===== src/rtl/sensor_emu_seq.sv =====
// sensor_emu_seq: run sequencer for a sensor emulator.
// Drives per-frame row-select triggers and an incrementing pattern stream.
module sensor_emu_seq #(
  parameter int PATTERN_WIDTH    = 32,
  parameter int MIN_FRAME_CYCLES = 20
) (
  input  logic                     clk,
  input  logic                     reset,
  input  logic                     start,
  input  logic                     stop,
  input  logic [31:0]              frame_limit,
  input  logic [31:0]              cycles_per_frame,
  input  logic [PATTERN_WIDTH-1:0] pattern_seed,
  input  logic [PATTERN_WIDTH-1:0] pattern_step,
  input  logic                     gen_sof,
  input  logic                     gen_eof,
  output logic                     rs0,
  output logic                     rs256,
  output logic [PATTERN_WIDTH-1:0] PATTERN_TDATA,
  output logic                     PATTERN_TVALID,
  input  logic                     PATTERN_TREADY,
  output logic                     busy,
  output logic                     done,
  output logic [31:0]              frames_sent,
  output logic                     cfg_error,
  output logic                     underrun
);

  typedef enum logic [1:0] {IDLE, RUN, DRAIN, DONE} state_t;

  state_t                   state_q, state_d;
  logic [31:0]              frames_q, frames_d;
  logic [PATTERN_WIDTH-1:0] data_q, data_d;
  logic                     cfg_err_q, cfg_err_d;
  logic                     under_q, under_d;
  logic                     in_frame_q, in_frame_d;
  logic [1:0]               drain_q, drain_d;
  logic                     sof_q, eof_q;
  logic                     valid_q, busy_q, done_q;
  logic                     rs0_q, rs256_q;
  logic                     sof_rise, eof_fall;
  logic                     cfg_ok, accept, reject;

  assign sof_rise = gen_sof & ~sof_q;
  assign eof_fall = ~gen_eof & eof_q;
  assign cfg_ok   = (cycles_per_frame >= 32'(MIN_FRAME_CYCLES))
                  & ~cycles_per_frame[0];
  assign accept   = (state_q == IDLE) & start & ~stop & cfg_ok;
  assign reject   = (state_q == IDLE) & start & ~stop & ~cfg_ok;

  always_comb begin
    state_d    = state_q;
    frames_d   = frames_q + {31'd0, sof_rise};
    data_d     = data_q;
    cfg_err_d  = cfg_err_q | reject;
    under_d    = under_q | (sof_rise & ~valid_q);
    in_frame_d = in_frame_q;
    drain_d    = 2'd0;
    if (sof_rise) begin
      in_frame_d = 1'b1;
    end else if (eof_fall) begin
      in_frame_d = 1'b0;
    end
    if (valid_q & PATTERN_TREADY) begin
      data_d = data_q + pattern_step;
    end
    unique case (state_q)
      IDLE: begin
        if (accept) begin
          state_d   = RUN;
          frames_d  = '0;
          cfg_err_d = 1'b0;
          under_d   = 1'b0;
          data_d    = pattern_seed;
        end
      end
      RUN: begin
        if (stop | (sof_rise & (frame_limit != '0)
                    & (frames_d == frame_limit))) begin
          state_d = DRAIN;
        end
      end
      DRAIN: begin
        // hold off until any frame triggered late has fully ended
        drain_d = (drain_q == 2'd2) ? drain_q : drain_q + 2'd1;
        if ((drain_q >= 2'd2) & ~in_frame_q & ~gen_sof) begin
          state_d = DONE;
        end
      end
      DONE: state_d = IDLE;
      default: state_d = IDLE;
    endcase
  end

  always_ff @(posedge clk or posedge reset) begin
    if (reset) begin
      state_q    <= IDLE;
      frames_q   <= '0;
      data_q     <= '0;
      cfg_err_q  <= 1'b0;
      under_q    <= 1'b0;
      in_frame_q <= 1'b0;
      drain_q    <= 2'd0;
      sof_q      <= 1'b0;
      eof_q      <= 1'b0;
      valid_q    <= 1'b0;
      busy_q     <= 1'b0;
      done_q     <= 1'b0;
      rs0_q      <= 1'b0;
      rs256_q    <= 1'b0;
    end else begin
      state_q    <= state_d;
      frames_q   <= frames_d;
      data_q     <= data_d;
      cfg_err_q  <= cfg_err_d;
      under_q    <= under_d;
      in_frame_q <= in_frame_d;
      drain_q    <= drain_d;
      sof_q      <= gen_sof;
      eof_q      <= gen_eof;
      valid_q    <= (state_d == RUN) | (state_d == DRAIN);
      busy_q     <= (state_d == RUN) | (state_d == DRAIN);
      done_q     <= (state_d == DONE);
      rs0_q      <= (state_d == RUN) & ~frames_d[0];
      rs256_q    <= (state_d == RUN) & frames_d[0];
    end
  end

  assign rs0            = rs0_q;
  assign rs256          = rs256_q;
  assign PATTERN_TDATA  = data_q;
  assign PATTERN_TVALID = valid_q;
  assign busy           = busy_q;
  assign done           = done_q;
  assign frames_sent    = frames_q;
  assign cfg_error      = cfg_err_q;
  assign underrun       = under_q;

endmodule


===== config.mk =====
export PLATFORM = sky130hd
export DESIGN_NAME = sensor_emu_seq
export DESIGN_NICKNAME = d
export VERILOG_FILES = /design/src/rtl/sensor_emu_seq.sv
export SDC_FILE = /design/constraint.sdc
export NUM_CORES = 1
export LEC_CHECK = 0
export CELL_PAD_IN_SITES_DETAIL_PLACEMENT = 1
export CELL_PAD_IN_SITES_GLOBAL_PLACEMENT = 2
export CORE_UTILIZATION = 24
export CTS_BUF_LIST = sky130_fd_sc_hd__clkbuf_16
export CTS_CLUSTER_SIZE = 12
export DETAILED_ROUTE_END_ITERATION = 12
export PLACE_DENSITY_LB_ADDON = 0.1
export RECOVER_POWER = 25
export SYNTH_ARGS = -nofsm -noshare
export SYNTH_HDL_FRONTEND = slang
export SYNTH_SLANG_ARGS = --single-unit

===== constraint.sdc =====
create_clock -name clk -period 3.45 [get_ports clk]
set_input_delay 0.345 -clock clk [delete_from_list [all_inputs] [get_ports clk]]
set_output_delay 0.345 -clock clk [all_outputs]
set_load 0.005 [all_outputs]

# Yosys cells after proc, flatten, opt, wreduce, memory -nomap -nowiden
# Index checks and enable logic that the tools add are counted.
# W data, S select, Z words.
[op_classes]
add_sub_neg = 3
n_mul = 0
div_mod_pow = 0
n_lt_le_gt_ge = 2
eq_ne = 9
shifts = 0
n_mux = 17
bitwise = 28
n_reduce_logical = 3
[ops]
columns = ["cell", "n"]
rows = [
  ["$mux W32", 5],
  ["$add A32 B1 Y32", 1],
  ["$add A32 B32 Y32", 1],
  ["$eq A32 B32 Y1", 1],
  ["$ge A32 B5 Y1 const B", 1],
  ["$reduce_bool A32 Y1", 1],
  ["$and A1 B1 Y1", 15],
  ["$eq A2 B2 Y1 const B", 5],
  ["$mux W2", 5],
  ["$not A1 Y1", 9],
  ["$pmux W2 S4", 1],
  ["$mux W1", 6],
  ["$eq A2 B1 Y1 const B", 2],
  ["$or A1 B1 Y1", 4],
  ["$add A2 B1 Y2 const B", 1],
  ["$ge A2 B2 Y1 const B", 1],
  ["$logic_not A2 Y1", 1],
  ["$ne A2 B2 Y1 const B", 1],
  ["$reduce_bool A2 Y1", 1],
]
[word_totals]
reg_bits = 77
latch_bits = 0
mem_bits_rw = 0
rom_bits = 0
elab_cells = 75
memories = 0

# Logic depth before layout (Yosys ltp)
[logic_depth]
word_depth = 10
mapped_depth = 14
mapped_depth_nobuf = 13

# Least setup slack after synthesis
# No wires, ideal clock.
[synth_path]
path_type = "register to register"
start = "register sof_q"
end = "register rs256_q (netlist: rs256)"
t_arrival_ns = 3.237
path_slack_ns = 0.092
path_stages_with_launch = 15
synth_period_minus_slack_ns = 3.358
path_cell_list = "dfrtp_1 nand2b_1 inv_1 ha_1 and3_1 buf_2 nand4_1 or4_1 buf_2 nor3_2 mux2_1 a2111oi_2 nand4_1 nor3_2 and4b_1"
[synth_between]
elab_chain_cells = 10
elab_cells_between_ends = 13
[synth_rtl]
columns = ["element", "line", "text"]
rows = [
  ["start: declaration", "38", "logic sof_q, eof_q;"],
  ["start signal: assignment", "119", "sof_q <= gen_sof;"],
  ["$not A1 Y1 (*)", "44", "assign sof_rise = gen_sof & ~sof_q;"],
  ["$and A1 B1 Y1 (*)", "44", ""],
  ["$add A32 B1 Y32", "53", "frames_d = frames_q + {31'd0, sof_rise};"],
  ["$eq A32 B32 Y1", "79", "& (frames_d == frame_limit))) begin"],
  ["$and A1 B1 Y1", "79", ""],
  ["$or A1 B1 Y1", "78", "if (stop | (sof_rise & (frame_limit != '0)"],
  ["$mux W2", "78", ""],
  ["$pmux W2 S4", "67", "unique case (state_q)"],
  ["$eq A2 B1 Y1", "125", "rs256_q <= (state_d == RUN) & frames_d[0];"],
  ["$and A1 B1 Y1 (*)", "125", ""],
  ["end signal: assignment", "125", ""],
  ["end: declaration", "40", "logic rs0_q, rs256_q;"],
]
# Mark *: on every way between the ends. The rest lies on a longest branch, timed or not.
# A chain may end at the register's enable or synchronous reset.

# Final worst setup path
# Same ends and word-level chain as after synthesis.

==> metrics.md <==
| Metric | Value |
|---|---|
| Sink Count | 77 |
| Cts hold-fix bufs | 0 |
| PnR Total Power | roughly 0.0054 W |
| Most frequent cells in the layout | clkdlybuf4s50_1 (201), dfrtp_1 (77), nor2_1 (75), nand2_1 (59), buf_4 (54) |
| Setup TNS | 0 ns |
| Drt pass-1 iters | 4 |
| First-pass GRT wire length | between 30000 and 40000 um |
| Initial Util | 0.247 |
| Worst Setup Start Kind | flop |
| Worst ir drop on vdd | about 0.19 mV |
| Post-detail-place hpwl | approximately 17000 um |
| Maximum buffer depth of the clock tree | 2 |
| TritonCTS Buffers | 9 |
| GRT Total Usage | 0.180 |
| Post-synth cell types | between 60 and 70 |
| Tmin final | 3.26 ns |
| Core Area | around 24000 sq um |
| Post-DR wirelength/cell | between 15 and 20 um |
| Highest clock rate | approximately 0.31 GHz |
| Worst Setup End Kind | flop |
| Worst min-delay path class | in2reg |
| Row cnt | 56 |
| CTS H-tree depth | 3 |
| Clk_lat worst skew | 0.35 ns |
| DRT iter0 DRCs | between 200 and 250 |
| Syn_area_per_cell | 8.66 sq um |
| Clk root buf | clkbuf_16 |
| # nets final | between 1000 and 1500 |
| Overflow after GRT | 0 |
| Drt drc | 0 |
| Sequential cell area | just under 2000 sq um |
| Vias in the first global route | between 6000 and 7000 |
| WL final | 22100 um |
| Die height | approximately 160 um |
| Filler cells | between 2000 and 3000 |
| Vias post-DR | approximately 6000 |
| Final setup violation count | 0 |
| Most common cell after layout, fill and taps aside | clkdlybuf4s50_1 |
| Max-cap viol count | 1 |
| CTS clk-pin slew, worst paths | approximately 0.06 ns |
| Arrival @ worst endpoint | 3.49 ns |
| CP max FO | 5 |
| Initial antenna violation count | 0 |
| Area of the multi-input gates | around 3800 sq um |
| Die footprint | between 20000 and 25000 sq um |
| Vias per cell | between 4 and 5 |
| Status | finished with violations |
| PwrDens | a little under 600 nW/um^2 |
| Lkg Pwr | between 3 and 4 nW |
| Final worst path period share | 0.945 |
| Ratio of cells with drive above 1 in the final layout | 0.110 |
| Synthesized cell area | just under 6000 sq um |
| TritonCTS clock tree | built |
| Die Span X | approximately 160 um |
| Mapped Cells | 673 |
| Layout area overhead | 54.8% |
| Port buffer count | between 200 and 250 |
| Async SR Flop Fraction | 1.00 |
| Synthesized Nets | 844 |
| IO Pins | approximately 200 |
| Headroom to the max-slew limit | -0.614 |
| Final hold violation count | 0 |
| Post-synth EDFFs | 0 |
| Final Slew Violations | 42 |
| Warnings from Yosys | 0 |
| Routability Congestion | roughly 0.82 |
| Setup WS pre-CTS | -0.419 ns |
| Failing checks | max-capacitance violations, max-slew violations |
| Sequential element share of the synthesized area | 0.331 |
| Ys flop type | dfrtp_1 |
| Setup CP Type | reg2reg |
| Crit path required time | 3.68 ns |
| Layout Skew | about 0.013 ns |
| Diode count | 0 |
| Post-route ant nets | 0 |
| Worst Slack Setup Final | about 0.19 ns |
| Yosys reg bits | a little under 80 |
| Largest net degree at the start of global routing | between 50 and 60 |
| Slew @ Worst Pin | roughly 2.4 ns |
-- power breakdown --
part / internal [W] / total [W] / switching [W]
logic: 0.00160 / 0.00302 / 0.00142
registers: 0.00116 / 0.00141 / 0.000255
clock network: 0.000490 / 0.000929 / 0.000439
total: 0.00324 / 0.00536 / 0.00212
-- final timing paths --
path	cells after the start	to	slack [ns]	from
worst max-delay path	12	rs256$_DFF_PP0_	0.19	sof_q$_DFF_PP0_
worst min-delay path	2	sof_q$_DFF_PP0_	0.49	gen_sof
worst max register to register	12	rs256$_DFF_PP0_	0.19	sof_q$_DFF_PP0_
worst min register to register	2	flop	0.52	flop
max in group asynchronous	2	frames_sent[28]$_DFF_PP0_	1.25	reset
min in group asynchronous	2	frames_sent[5]$_DFF_PP0_	1.10	reset
-- stage by stage --
stage	area [sq um]	std cells	hold WS [ns]	utilization
4_1_cts	8890	1239	0.516	0.376
5_1_grt	9020	1243	0.495	0.382
3_3_place_gp	8600	1223	0.499	0.364
2_1_floorplan	5830	673	0.376	-
6_report	9020	1243	0.493	0.382
3_5_place_dp	8600	1223	0.504	0.364
-- cells in the mapped netlist (all sizes together) (6+ instances only) --
cell type | count | area [sq um]
nand4 | 18 | 113
nor4 | 19 | 119
clkbuf | 19 | 71.3
nor2 | 75 | 282
xnor2 | 47 | 412
o21bai | 8 | 60.1
o31a | 6 | 52.6
a21oi | 44 | 220
nand3 | 14 | 75.1
xor2 | 30 | 263
nor3 | 19 | 115
and3 | 10 | 62.6
xnor3 | 6 | 135
o21ai | 44 | 220
mux2i | 6 | 60.1
nand2 | 60 | 225
nor2b | 14 | 87.6
a21o | 12 | 90.1
inv | 22 | 82.6
dfrtp | 77 | 1930
buf | 7 | 32.5
ha | 35 | 438
-- routing by layer --
layer,track usage,up-vias,share of wire,wire [um]
met1,0.233,2899,0.47,10300
met4,0.0546,0,0.014,306
met3,0.0315,22,0.049,1070
met2,0.304,158,0.47,10400
met5,0,-,0,0
li1,-,2911,-,-
-- state kept, by name, summed over array words and instances (netlist names), named ones only --
register	cells
rs256	1
eof_q	1
busy	1
state_q	2
rs0	1
drain_q	2
sof_q	1
PATTERN_TDATA	32
underrun	1
frames_sent	32
done	1
in_frame_q	1
-- cell type report --
class | instances | share of cell area
multi-input cells | 548 | 0.425
clock buffers | 9 | 0.0250
repair buffers | 261 | 0.277
flip-flops and latches | 77 | 0.214
clock inverters | 7 | 0.00541
inverters | 22 | 0.00957
well taps | 319 | 0.0442
-- what timing repair did --
item | 4_1_cts | 5_1_grt
resized for setup | 4 | 22
pin swaps | 0 | 12
buffers inserted | 0 | 4
endpoints found under the setup margin | 4 | 7
-- worst max-delay path, stage by stage, from the launching register on --
cell	delay, ns
dfrtp_1	0.36
nand2b_4	0.15
inv_4	0.06
ha_4	0.12
and3_4	0.18
nand4_1	0.14
or4_4	0.63
nor2_1	0.18
mux2_2	0.36
a2111oi_2	0.29
nand4_1	0.25
nor3_4	0.21
and4b_1	0.22
-- logic make-up after synthesis --
kind of cell | synth area share
adder cells (fa/ha/maj) | 0.0786
buffers and inverters | 0.0320
AO/OA/AOI/OAI | 0.174
multiplexers | 0.0180
XOR/XNOR | 0.143
AND/OR/NAND/NOR | 0.224
flip-flops | 0.331
Power figures use the tool's default switching activity.
